[src/rtl/hazard_ctrl_pkg.sv]
// rtl/hazard_ctrl_pkg.sv - shared state encoding, defaults and hazard helpers for hazard_ctrl.
package hazard_ctrl_pkg;

  localparam int RSV_TIMEOUT_DEF = 64;
  localparam int REG_AW          = 5;

  typedef enum logic [2:0] {
    ST_IDLE     = 3'd0,
    ST_MEM_WAIT = 3'd1,
    ST_DIV_WAIT = 3'd2,
    ST_AMO_RD   = 3'd3,
    ST_AMO_WR   = 3'd4
  } hz_state_e;

  // A load in EX whose result an ID source needs cannot be forwarded until after MEM.
  function automatic logic load_use_hit(
    input logic              memread,
    input logic [REG_AW-1:0] rd,
    input logic [REG_AW-1:0] rs1,
    input logic [REG_AW-1:0] rs2,
    input logic              uses_rs1,
    input logic              uses_rs2
  );
    return memread && (rd != '0) &&
           (((rd == rs1) && uses_rs1) || ((rd == rs2) && uses_rs2));
  endfunction

endpackage

[src/rtl/lrsc_reservation.sv]
// rtl/lrsc_reservation.sv - LR/SC word reservation; idle expiry only with HAZARD_RSV_TIMEOUT_EN.
module lrsc_reservation
  import hazard_ctrl_pkg::*;
#(
  parameter int XLEN = 32
`ifdef HAZARD_RSV_TIMEOUT_EN
  , parameter int RSV_TIMEOUT = RSV_TIMEOUT_DEF
`endif
) (
  input  logic            clk,
  input  logic            reset_n,
  input  logic            mem_done_i,
  input  logic            is_lr_i,
  input  logic            is_sc_i,
  input  logic            store_i,
  input  logic            is_amo_i,
  input  logic [XLEN-3:0] word_addr_i,
  output logic            reserved_o,
  output logic            sc_success_o
);

  logic            rsv_q, rsv_d;
  logic [XLEN-3:0] rsv_addr_q, rsv_addr_d;
  logic            addr_match;

  assign addr_match = (rsv_addr_q == word_addr_i);

`ifdef HAZARD_RSV_TIMEOUT_EN
  localparam logic [7:0] RSV_TIMEOUT_W = 8'(RSV_TIMEOUT);
  logic [7:0] cnt_q, cnt_d;
`endif

  always_comb begin
    rsv_d      = rsv_q;
    rsv_addr_d = rsv_addr_q;
    if (mem_done_i) begin
      if (is_lr_i) begin
        rsv_d      = 1'b1;
        rsv_addr_d = word_addr_i;
      end else if (is_sc_i) begin
        rsv_d = 1'b0;
      end else if ((store_i || is_amo_i) && addr_match) begin
        rsv_d = 1'b0;
      end
    end
`ifdef HAZARD_RSV_TIMEOUT_EN
    cnt_d = '0;
    if (!(mem_done_i && is_lr_i) && rsv_q) begin
      cnt_d = cnt_q + 8'd1;
      if (cnt_d == RSV_TIMEOUT_W) rsv_d = 1'b0;
    end
`endif
  end

  always_ff @(posedge clk or negedge reset_n) begin
    if (!reset_n) begin
      rsv_q      <= 1'b0;
      rsv_addr_q <= '0;
`ifdef HAZARD_RSV_TIMEOUT_EN
      cnt_q      <= '0;
`endif
    end else begin
      rsv_q      <= rsv_d;
      rsv_addr_q <= rsv_addr_d;
`ifdef HAZARD_RSV_TIMEOUT_EN
      cnt_q      <= cnt_d;
`endif
    end
  end

  assign reserved_o   = rsv_q;
  assign sc_success_o = is_sc_i && rsv_q && addr_match;

endmodule

[src/rtl/hazard_ctrl.sv]
// rtl/hazard_ctrl.sv - pipeline stall/flush sequencer with multi-cycle FSM and LR/SC reservation.
// HAZARD_RSV_TIMEOUT_EN enables expiry of an idle reservation after RSV_TIMEOUT cycles.
module hazard_ctrl
  import hazard_ctrl_pkg::*;
#(
  parameter int XLEN = 32
`ifdef HAZARD_RSV_TIMEOUT_EN
  , parameter int RSV_TIMEOUT = RSV_TIMEOUT_DEF
`endif
) (
  input  logic              clk,
  input  logic              reset_n,
  input  logic [REG_AW-1:0] ID_rs1,
  input  logic [REG_AW-1:0] ID_rs2,
  input  logic              ID_uses_rs1,
  input  logic              ID_uses_rs2,
  input  logic [REG_AW-1:0] ID_EX_rd,
  input  logic              ID_EX_memread,
  input  logic              ID_EX_div,
  input  logic              div_done,
  input  logic              branch_taken,
  input  logic              EX_MEM_memreq,
  input  logic              EX_MEM_store,
  input  logic              EX_MEM_is_lr,
  input  logic              EX_MEM_is_sc,
  input  logic              EX_MEM_is_amo,
  input  logic [XLEN-1:0]   EX_MEM_addr,
  input  logic              dmem_ready,
  output logic              stall_PC,
  output logic              stall_IF_ID,
  output logic              stall_ID_EX,
  output logic              stall_EX_MEM,
  output logic              flush_IF_ID,
  output logic              flush_ID_EX,
  output logic              amo_we,
  output logic              reserved,
  output logic              sc_success
);

  hz_state_e state_q, state_d;
  logic st_pc, st_ifid, st_idex, st_exmem, fl_ifid, fl_idex;
  logic idle_like, load_use;
  logic rsv, sc_ok;
  logic addr_lsb_unused;

  assign load_use = load_use_hit(ID_EX_memread, ID_EX_rd, ID_rs1, ID_rs2,
                                 ID_uses_rs1, ID_uses_rs2);
  assign addr_lsb_unused = ^EX_MEM_addr[1:0];

  always_comb begin
    state_d   = state_q;
    st_pc     = 1'b0;
    st_ifid   = 1'b0;
    st_idex   = 1'b0;
    st_exmem  = 1'b0;
    fl_ifid   = 1'b0;
    fl_idex   = 1'b0;
    idle_like = 1'b0;
    unique case (state_q)
      ST_IDLE: begin
        if (EX_MEM_is_amo) begin
          state_d = ST_AMO_RD;
          {st_pc, st_ifid, st_idex, st_exmem} = 4'hF;
        end else if (EX_MEM_memreq && !dmem_ready) begin
          state_d = ST_MEM_WAIT;
          {st_pc, st_ifid, st_idex, st_exmem} = 4'hF;
        end else begin
          idle_like = 1'b1;
        end
      end
      ST_MEM_WAIT: begin
        if (dmem_ready) idle_like = 1'b1;
        else {st_pc, st_ifid, st_idex, st_exmem} = 4'hF;
      end
      ST_DIV_WAIT: begin
        if (div_done) idle_like = 1'b1;
        else {st_pc, st_ifid, st_idex} = 3'h7;
      end
      ST_AMO_RD: begin
        {st_pc, st_ifid, st_idex, st_exmem} = 4'hF;
        if (dmem_ready) state_d = ST_AMO_WR;
      end
      ST_AMO_WR: begin
        if (dmem_ready) idle_like = 1'b1;
        else {st_pc, st_ifid, st_idex, st_exmem} = 4'hF;
      end
      default: state_d = ST_IDLE;
    endcase

    // Completion cycles release EX, so the EX/ID-side hazards are decoded there as in IDLE.
    if (idle_like) begin
      state_d = ST_IDLE;
      if (ID_EX_div && !div_done) begin
        state_d = ST_DIV_WAIT;
        {st_pc, st_ifid, st_idex} = 3'h7;
      end else if (branch_taken) begin
        fl_ifid = 1'b1;
        fl_idex = 1'b1;
      end else if (load_use) begin
        st_pc   = 1'b1;
        st_ifid = 1'b1;
        fl_idex = 1'b1;
      end
    end
  end

  always_ff @(posedge clk or negedge reset_n) begin
    if (!reset_n) state_q <= ST_IDLE;
    else          state_q <= state_d;
  end

  lrsc_reservation #(
    .XLEN(XLEN)
`ifdef HAZARD_RSV_TIMEOUT_EN
    , .RSV_TIMEOUT(RSV_TIMEOUT)
`endif
  ) u_rsv (
    .clk         (clk),
    .reset_n     (reset_n),
    .mem_done_i  (EX_MEM_memreq && dmem_ready),
    .is_lr_i     (EX_MEM_is_lr),
    .is_sc_i     (EX_MEM_is_sc),
    .store_i     (EX_MEM_store),
    .is_amo_i    (EX_MEM_is_amo),
    .word_addr_i (EX_MEM_addr[XLEN-1:2]),
    .reserved_o  (rsv),
    .sc_success_o(sc_ok)
  );

  // Outputs are forced low while reset is held, independent of the live inputs.
  assign stall_PC     = st_pc    && reset_n;
  assign stall_IF_ID  = st_ifid  && reset_n;
  assign stall_ID_EX  = st_idex  && reset_n;
  assign stall_EX_MEM = st_exmem && reset_n;
  assign flush_IF_ID  = fl_ifid  && reset_n;
  assign flush_ID_EX  = fl_idex  && reset_n;
  assign amo_we       = (state_q == ST_AMO_WR) && reset_n;
  assign reserved     = rsv   && reset_n;
  assign sc_success   = sc_ok && reset_n;

endmodule
[config.mk]
export PLATFORM = sky130hd
export DESIGN_NAME = hazard_ctrl
export DESIGN_NICKNAME = d
export VERILOG_FILES = /design/src/rtl/hazard_ctrl_pkg.sv /design/src/rtl/lrsc_reservation.sv /design/src/rtl/hazard_ctrl.sv
export SDC_FILE = /design/constraint.sdc
export NUM_CORES = 1
export LEC_CHECK = 0
export ABC_AREA = 1
export CELL_PAD_IN_SITES_DETAIL_PLACEMENT = 2
export CELL_PAD_IN_SITES_GLOBAL_PLACEMENT = 2
export CORE_MARGIN = 8
export CORE_UTILIZATION = 27
export DETAILED_ROUTE_END_ITERATION = 8
export GPL_ROUTABILITY_DRIVEN = 0
export PLACE_DENSITY = 0.95
export SYNTH_ARGS = -nofsm -noshare
export SYNTH_HDL_FRONTEND = slang
export SYNTH_HIERARCHICAL = 1
export SYNTH_SLANG_ARGS = --single-unit
[constraint.sdc]
create_clock -name clk -period 3.33 [get_ports clk]
set_input_delay 0.999 -clock clk [delete_from_list [all_inputs] [get_ports clk]]
set_output_delay 0.999 -clock clk [all_outputs]
set_load 0.03 [all_outputs]
==> results of run 1 <==
sequential cells by signal (all words and copies together), names as in the netlist:
signal and flops:
state_q 3, u_rsv/reserved_o 1, u_rsv/rsv_addr_q 30
per-layer routing:
metal | part of all wire [%] | vias up
met2 | 61 | 36
met5 | 0 | -
met1 | 34 | 1139
li1 | - | 1139
met4 | 2.3 | 0
met3 | 2.6 | 13
critical path, delay by kind of cell:
family | cells | cell delay (ns)
buffers and inverters | 3 | 0.44
and+or+nand+nor | 7 | 0.68
xor gates and xnor gates | 1 | 0.19
power by group through the flow:
| stage | combinational, mW | clock [mW] | sequential, mW |
|---|---|---|---|
| floorplan | 0.350 | 0 | 0.554 |
| global placement | 0.536 | 0 | 0.564 |
| detailed placement | 0.582 | 0 | 0.577 |
| CTS | 0.606 | 0.392 | 0.571 |
| global route | 0.678 | 0.407 | 0.583 |
| finish | 0.613 | 0.384 | 0.572 |
timing repair:
action	CTS	global route
resized for setup	68	17
endpoints found under the setup margin	7	6
endpoints found under the hold margin	0	0
setup buffers	24	1
pin swaps	33	8
worst min-delay path by stage:
stage | from | slack (ns) | end
finish | u_rsv/rsv_addr_q[25] | 0.53 | u_rsv/rsv_addr_q[25]
global placement | u_rsv/reserved_o | 0.49 | u_rsv/reserved_o
floorplan | u_rsv/reserved_o | 0.46 | u_rsv/reserved_o
CTS | u_rsv/rsv_addr_q[25] | 0.53 | u_rsv/rsv_addr_q[25]
detailed placement | u_rsv/rsv_addr_q[22] | 0.51 | u_rsv/rsv_addr_q[22]
global route | u_rsv/rsv_addr_q[16] | 0.55 | u_rsv/rsv_addr_q[16]
layout by cell type (no fill, tap or decap), types with 4 or more instances in the layout:
cell type        Yosys  layout
clkbuf_8             0       5
dfrtp_1             34      34
nand2_1            118     114
o21ai_0             14      13
xnor2_1             16      14
nand2_2              2       6
nor2_1              28      21
buf_6                0       4
dlygate4sd2_1        0      47
nand3_1             10       8
mux2_2              18      18
nor2_2               3       9
inv_1               50      40
inv_2                2      12
clkdlybuf4s50_1      0       9
buf_4                1      38
cell type report:
class | count | area [µm²]
Inverter | 52 | 195
Tap cell | 105 | 131
Clock buffer | 7 | 76.3
Multi-Input combinational cell | 219 | 1190
Timing Repair Buffer | 103 | 895
Fill cell | 951 | 4680
Sequential cell | 34 | 851
Clock inverter | 1 | 30.0
kinds of logic (layout without fill, tap and decap cells):
family	count (synthesis)	count (layout)	share of synthesized area [%]
AO/OA/AOI/OAI	18	18	4.46
XOR/XNOR	18	18	7.21
buffers and inverters	57	163	10.1
flip-flops	34	34	38.9
multiplexers	18	18	9.27
AND/OR/NAND/NOR	165	165	30.1
cells in the mapped netlist:
cell,number,share of area [%]
a21oi_2,2,0.80
nor2_2,3,0.86
nand2_2,2,0.57
o21ai_0,14,3.2
mux2_2,18,9.3
buf_4,1,0.34
xnor2_1,16,6.4
a21oi_1,2,0.46
or2_2,2,0.57
nand2_1,118,20
nand4_1,1,0.29
nor2_1,28,4.8
dfrtp_1,34,39
nand3_2,1,0.46
buf_2,2,0.46
clkbuf_1,2,0.34
nand3_1,10,2.3
xor2_1,2,0.80
inv_2,2,0.34
inv_1,50,8.6
==> impl_metrics.py, run 1 <==
metrics = {
    "status": {
        "status": "completed",
    },
    "power": {
        "swShare_pct": 36.8,
        "powerDensity_nw_per_um2": 466,
        "power_frac_clock_pct": 24.5,
        "power_switching_mw": 0.577,
        "p_int_mw": 0.992,
        "totalPowerFinal_mw": 1.57,
        "power_frac_seq_pct": 36.4,
        "ir_drop_uv": 246,
        "comb_power_share_pct": 39.1,
        "power.static_leakage_nw": 1.79,
    },
    "cts": {
        "cts_buffer_depth": 2,
        "cts_root_buf": "clkbuf_8",
        "insertion_delay_ns": 0.30,
        "path_clk_slew_ns": 0.07,
        "ctsHoldBuffers": 0,
        "clock-sinks": 34,
        "htree_levels": 2,
        "cts_tree": "built",
        "cts_buffers": 5,
    },
    "die": {
        "core_um2": 8050,
        "num_rows": 33,
        "die-height_um": 106,
        "floorplan.initialDensity_pct": 27.2,
        "die_x_um": 106,
        "ios": 70,
        "dieArea_um2": 11200,
    },
    "layout": {
        "syn_to_final_growth_pct": 53.9,
        "fin_area_um2": 3370,
        "diodes": 0,
        "num-nets-final": 476,
        "final_core_util_pct": 41.8,
        "final_cell_count_no_fill": 521,
        "drive_gt1_share_pct": 26.2,
    },
    "sta": {
        "relSlewSlack_pct": 74.5,
        "hold_slack_ns": 0.526,
        "period_needed_ns": 3.31,
        "rsz0062_at_grt": "yes",
        "fmax_ghz": 0.302,
        "setup_ws_ns": 0.0190,
        "min_period_over_period_pct": 99.4,
        "setup_viol": 0,
        "finalHoldViolCount": 0,
        "tightest_slew_ns": 0.382,
        "drv_slew": 0,
        "clock_skew_ns": 0.00937,
        "fin_tns_setup_ns": 0,
    },
    "global_route": {
        "antenna_found_initial": 0,
        "met2_usage_pct": 34.0,
        "grt_overflow": 0,
        "grt_max_degree": 44,
        "grtUsageTotal_pct": 16.2,
        "met3_usage_pct": 3.63,
        "grt_pass1_vias": 2804,
        "met1_usage_pct": 14.6,
        "gr-max-usage-layer": "met2",
        "grt_pass1_wl_um": 14100,
    },
    "setup_path": {
        "worst-setup-path-type": "in -> out",
        "regToRegSetupSlack_ns": 1.54,
        "critPathMaxFanout": 2,
        "critPathCapture": "sc_success",
        "critical_path.slowest_cell": "dlygate4sd2_1",
        "r2r-end": "u_rsv/reserved_o",
        "cp_common_cell": "nand2_1",
        "crit_path_end_kind": "output port",
        "max_stage_delay_ns": 0.26,
        "reg2reg_from": "u_rsv/rsv_addr_q[22]",
        "cp-start-kind": "primary input",
        "required_ns": 2.33,
        "path_cells": "dlygate4sd2_1 -> xnor2_1 -> nand2_1 -> nor2_1 -> nand2_1 -> nor2_2 -> nand2_1 -> nor2_1 -> nand2_1 -> inv_2 -> buf_6",
        "cp-startpoint": "EX_MEM_addr[12]",
        "arrival_ns": 2.31,
        "rr_worst_depth": 15,
    },
    "routing": {
        "vias": 2327,
        "wire_per_inst_um": 17.2,
        "drc": 0,
        "firstDrtPassIters": 4,
        "ant_nets": 0,
        "detail_route.wirelength_um": 8950,
        "first_iter_violations": 87,
        "via_per_inst": 4.47,
    },
    "synthesis": {
        "synth_nets": 371,
        "ys_ff_latch": 34,
        "synth_area_um2": 2190,
        "ys_types": 20,
        "yosys_warnings": 6,
        "yosysSeqAreaShare_pct": 38.9,
        "syn_inst": 310,
        "syn_avg_cell_area_um2": 7.06,
    },
    "place": {
        "place_inst": 488,
        "post_dp_cell_area_um2": 3050,
        "dp_hpwl_um": 6410,
        "io_buffers": 67,
        "dp_slack_ns": -0.363,
    },
    "flow_run": {
        "cap_violations": 0,
    },
    "min_path": {
        "hold_class": "reg -> reg",
        "holdPathStages": 2,
    },
}
Note: power is estimated with default switching activity, not from simulation.
==> run 2, diff against run 1 <==
CORE_ASPECT_RATIO = 1.5   (was default)
==> run 2 against run 1 <==
  * Fmax up 1.8%
  * Wire length decreased by 9.7%
  * Count of clock-buffer cells in the layout shrank 1
  * Sequential power about the same
  * Clock skew is 0.0028 ns lower
  * Clock power up 22%
  * Worst setup slack improved by 0.058 ns
  * Sequential share of layout area up 1.0 points
  * First-iteration DRC count is 71% lower
  * Power rose by 4.0%
  * Register-to-register slack improved by 0.10 ns
==> impl_metrics.py, run 2 (same netlist as run 1, synthesis figures left out) <==
metrics = {
    "status": {
        "status": "completed",
    },
    "die": {
        "ios": 70,
        "die-height_um": 126,
        "dieArea_um2": 11300,
        "core_um2": 7960,
        "num_rows": 40,
        "floorplan.initialDensity_pct": 27.5,
        "die_x_um": 89.5,
    },
    "min_path": {
        "min_from": "u_rsv/reserved_o",
        "holdPathStages": 2,
        "hold_class": "reg -> reg",
        "hold_end": "u_rsv/reserved_o",
    },
    "setup_path": {
        "critPathMaxFanout": 3,
        "regToRegSetupSlack_ns": 1.64,
        "cp-start-kind": "primary input",
        "worst-setup-path-type": "in -> out",
        "crit_path_end_kind": "output port",
        "max_stage_delay_ns": 0.45,
        "critical_path.slowest_cell": "clkdlybuf4s50_1",
        "reg2reg_from": "u_rsv/rsv_addr_q[8]",
        "required_ns": 2.33,
        "cp_common_cell": "inv_1",
        "rr_worst_depth": 13,
        "path_cells": "clkdlybuf4s50_1 -> inv_1 -> nor2_1 -> inv_1 -> nand2_2 -> inv_2 -> buf_4 -> a21oi_4 -> buf_6",
        "arrival_ns": 2.25,
        "r2r-end": "u_rsv/reserved_o",
    },
    "sta": {
        "clock_skew_ns": 0.00656,
        "relSlewSlack_pct": 72.3,
        "min_period_over_period_pct": 97.7,
        "setup_viol": 0,
        "drv_slew": 0,
        "period_needed_ns": 3.25,
        "fin_tns_setup_ns": 0,
        "setup_ws_ns": 0.0770,
        "finalHoldViolCount": 0,
        "hold_slack_ns": 0.523,
        "tightest_slew_ns": 0.416,
        "fmax_ghz": 0.307,
    },
    "cts": {
        "clock-sinks": 34,
        "insertion_delay_ns": 0.28,
        "cts_buffers": 5,
        "cts_root_buf": "clkbuf_16",
        "cts_buffer_depth": 2,
        "cts_tree": "built",
        "htree_levels": 2,
        "path_clk_slew_ns": 0.05,
        "ctsHoldBuffers": 0,
    },
    "global_route": {
        "grtUsageTotal_pct": 15.1,
        "grt_pass1_wl_um": 13200,
        "grt_max_degree": 36,
        "antenna_found_initial": 0,
        "grt_overflow": 0,
        "grt_pass1_vias": 2863,
    },
    "layout": {
        "largest_register_ffs": 30,
        "fin_area_um2": 3230,
        "num-nets-final": 458,
        "layout_common_cells": "nand2_1, inv_1, dfrtp_1",
        "drive_gt1_share_pct": 26.9,
        "final_core_util_pct": 40.6,
        "diodes": 0,
        "regMostFlops": "u_rsv/rsv_addr_q",
        "final_cell_count_no_fill": 503,
        "mostFrequentLayoutCell": "nand2_1",
        "syn_to_final_growth_pct": 47.8,
    },
    "power": {
        "power.static_leakage_nw": 1.71,
        "powerDensity_nw_per_um2": 504,
        "totalPowerFinal_mw": 1.63,
        "ir_drop_uv": 274,
    },
    "routing": {
        "first_iter_violations": 25,
        "vias": 2300,
        "detail_route.wirelength_um": 8080,
        "drc": 0,
        "firstDrtPassIters": 4,
        "ant_nets": 0,
        "wire_per_inst_um": 16.1,
        "via_per_inst": 4.57,
    },
    "flow_run": {
        "cap_violations": 0,
    },
    "place": {
        "place_inst": 489,
        "dp_hpwl_um": 6420,
        "dp_slack_ns": -0.436,
        "io_buffers": 67,
        "post_dp_cell_area_um2": 3030,
    },
}
==> run 2: per-layer routing <==
metal	up-vias	global-route usage (%)	share of wire, %
met5	-	0	0
met4	0	6.30	2.5
met3	12	3.26	4.3
met2	65	29.7	57
met1	1120	13.7	36
li1	1103	-	-
==> run 2: timing repair <==
item,in CTS,in global routing
endpoints found under the setup margin,5,5
buffers inserted,3,3
pin swaps,43,40
gates resized for setup,84,42
==> run 2: critical path, delay by kind of cell <==
kind | cells | cell delay, ns
buffers and inverters | 6 | 0.89
AND/OR/NAND/NOR | 2 | 0.20
AO/OA/AOI/OAI | 1 | 0.17
==> run 2: how the worst max path moves through the flow <==
stage                          startpoint     endpoint  slack, ns
final                           ID_EX_div  stall_IF_ID       0.08
after global routing      EX_MEM_addr[16]   sc_success     -0.004
after CTS                 EX_MEM_addr[20]   sc_success      -0.01
after global placement    EX_MEM_addr[18]   sc_success      -0.22
after detailed placement  EX_MEM_addr[18]   sc_success      -0.44
after floorplan                dmem_ready     stall_PC        0.1
==> run 2: cell type report <==
class	count	area (µm²)
clock inverters	2	12.5
clock buffers	6	139
well taps	105	131
repair buffers	85	701
multi-input cells	219	1200
fillers	934	4720
flip-flops and latches	34	851
inverters	52	195
==> run 2: power breakdown <==
part | switching, mW | internal (mW)
clock | 0.175 | 0.296
sequential | 0.0770 | 0.495
combinational | 0.323 | 0.266
==> run 3, diff against run 2 <==
--- a/config.mk
+++ b/config.mk
@@ -11,8 +11,8 @@
 export CORE_ASPECT_RATIO = 1.5
 export CORE_MARGIN = 8
-export CORE_UTILIZATION = 27
+export CORE_UTILIZATION = 25
 export DETAILED_ROUTE_END_ITERATION = 8
 export GPL_ROUTABILITY_DRIVEN = 0
-export PLACE_DENSITY = 0.95
+export PLACE_DENSITY = 0.92
 export SYNTH_ARGS = -nofsm -noshare
 export SYNTH_HDL_FRONTEND = slang
==> constraint.sdc (replaced) <==
create_clock -name clk -period 3.6 [get_ports clk]
set_input_delay 1.08 -clock clk [delete_from_list [all_inputs] [get_ports clk]]
set_output_delay 1.08 -clock clk [all_outputs]
set_load 0.01 [all_outputs]
==> run 3 against run 2 <==
  * Sequential share of layout area decreased by 0.73 points
  * Largest cell class unchanged
  * Sequential cell count did not move
  * Largest power group is now sequential cells
  * Die area grew 6.8%
  * Final cell count grew 2.0%
==> impl_metrics.py, run 3 (same netlist as run 1, synthesis figures left out) <==
metrics = {
    "status": {
        "status": "completed",
    },
    "min_path": {
        "min_from": "u_rsv/reserved_o",
        "hold_class": "reg -> reg",
        "holdPathStages": 2,
        "hold_end": "u_rsv/reserved_o",
    },
    "cts": {
        "ctsHoldBuffers": 0,
        "cts_buffers": 5,
        "path_clk_slew_ns": 0.05,
        "insertion_delay_ns": 0.28,
        "htree_levels": 2,
        "cts_tree": "built",
        "cts_root_buf": "clkbuf_16",
        "cts_buffer_depth": 2,
        "clock-sinks": 34,
    },
    "sta": {
        "min_period_over_period_pct": 97.6,
        "rsz0062_at_grt": "yes",
        "setup_viol": 0,
        "relSlewSlack_pct": 77.5,
        "drv_slew": 0,
        "clock_skew_ns": 0.00404,
        "finalHoldViolCount": 0,
        "fmax_ghz": 0.284,
        "period_needed_ns": 3.51,
        "tightest_slew_ns": 0.337,
    },
    "layout": {
        "final_core_util_pct": 38.4,
        "fillers": 1004,
        "final_cell_count_no_fill": 513,
        "largest_register_ffs": 30,
        "diodes": 0,
        "drive_gt1_share_pct": 18.6,
        "layout_common_cells": "nand2_1, inv_1, dfrtp_1",
        "num-nets-final": 463,
        "syn_to_final_growth_pct": 52.1,
        "mostFrequentLayoutCell": "nand2_1",
        "regMostFlops": "u_rsv/rsv_addr_q",
    },
    "global_route": {
        "grtUsageTotal_pct": 13.1,
        "grt_max_degree": 30,
        "grt_overflow": 0,
        "grt_pass1_vias": 2662,
        "antenna_found_initial": 1,
        "grt_pass1_wl_um": 12500,
    },
    "power": {
        "totalPowerFinal_mw": 1.49,
        "powerDensity_nw_per_um2": 448,
        "power.static_leakage_nw": 1.86,
        "ir_drop_uv": 268,
    },
    "setup_path": {
        "reg2reg_from": "u_rsv/rsv_addr_q[20]",
        "arrival_ns": 2.43,
        "r2r-end": "u_rsv/reserved_o",
        "worst-setup-path-type": "in -> out",
        "critPathMaxFanout": 2,
        "crit_path_end_kind": "output port",
        "cp-start-kind": "primary input",
        "required_ns": 2.52,
        "rr_worst_depth": 21,
        "regToRegSetupSlack_ns": 1.33,
    },
    "place": {
        "place_inst": 496,
        "dp_hpwl_um": 6010,
        "io_buffers": 67,
    },
    "die": {
        "dieArea_um2": 12100,
        "die-height_um": 131,
        "core_um2": 8670,
        "num_rows": 42,
        "floorplan.initialDensity_pct": 25.2,
        "die_x_um": 92.4,
        "ios": 70,
    },
    "routing": {
        "first_iter_violations": 45,
        "wire_per_inst_um": 14.7,
        "detail_route.wirelength_um": 7520,
        "drc": 0,
        "firstDrtPassIters": 3,
        "ant_nets": 0,
        "via_per_inst": 4.43,
        "vias": 2271,
    },
    "flow_run": {
        "cap_violations": 0,
    },
}
## run 3: changes by cell type in the layout (fill, tap and decap cells not counted), sizes merged
cell           change
clkbuf            -14
clkinv             -1
bufinv             +1
dlymetal6s2s      +16
dlygate4sd2        +2
clkinvlp           -1
clkdlybuf4s15     -12
clkdlybuf4s50     +14
## run 3: how the worst max path moves through the flow
stage / cells past startpoint / slack (ns) / to / startpoint
finish: 10 / 0.09 / stall_IF_ID / ID_rs2[1]
detailed placement: 10 / -0.48 / stall_IF_ID / ID_EX_rd[4]
global placement: 10 / -0.45 / stall_PC / ID_EX_rd[4]
floorplan: 8 / 0.59 / stall_PC / dmem_ready
global route: 13 / -0.02 / sc_success / EX_MEM_addr[7]
CTS: 13 / -0.02 / sc_success / EX_MEM_addr[22]
## run 3: repair_timing
item | CTS | global route
pin swaps | 9 | 15
resized for setup | 44 | 25
endpoints found under the setup margin | 7 | 6
buffers inserted | 7 | 2
## run 3: per-stage QoR
step	setup TNS (ns)	hold slack, ns	worst slack (ns)	cell area [µm²]
2_1_floorplan	0	0.462	0.586	2190
3_3_place_gp	-2.02	0.485	-0.447	3070
3_5_place_dp	-2.44	0.498	-0.483	3070
4_1_cts	-0.0151	0.511	-0.0151	3250
5_1_grt	-0.0211	0.549	-0.0211	3330
6_report	0	0.509	0.0850	3330
## run 3: layout make-up
class	count	area (µm²)	area share (%)
repair buffers	90	843	25.4
clock buffers	7	133	3.99
inverters	52	195	5.87
flip-flops and latches	34	851	25.6
multi-input cells	219	1140	34.2
well taps	110	138	4.14
clock inverters	1	30.0	0.903
## run 3: critical path, stage by stage
cell and delay [ns]:
clkdlybuf4s50_1 0.49, inv_1 0.04, nand2_1 0.06, nand2_1 0.06
nor2_2 0.10, nand3_1 0.10, nand2_1 0.10, nand3_1 0.08
a21oi_2 0.16, buf_2 0.16
## run 3: layer usage
layer | vias up | part of all wire, % | track usage (%)
met3 | 12 | 6.0 | 4.17
met1 | 1093 | 35 | 12.3
li1 | 1108 | - | -
met2 | 56 | 56 | 25.0
met4 | 2 | 2.8 | 6.29
met5 | - | 0.15 | 0
## run 3: power by group
group | switching (mW) | total (mW) | internal, mW
Clock | 0.154 | 0.481 | 0.327
Combinational | 0.249 | 0.482 | 0.233
Sequential | 0.0684 | 0.526 | 0.458
Total | 0.472 | 1.49 | 1.02
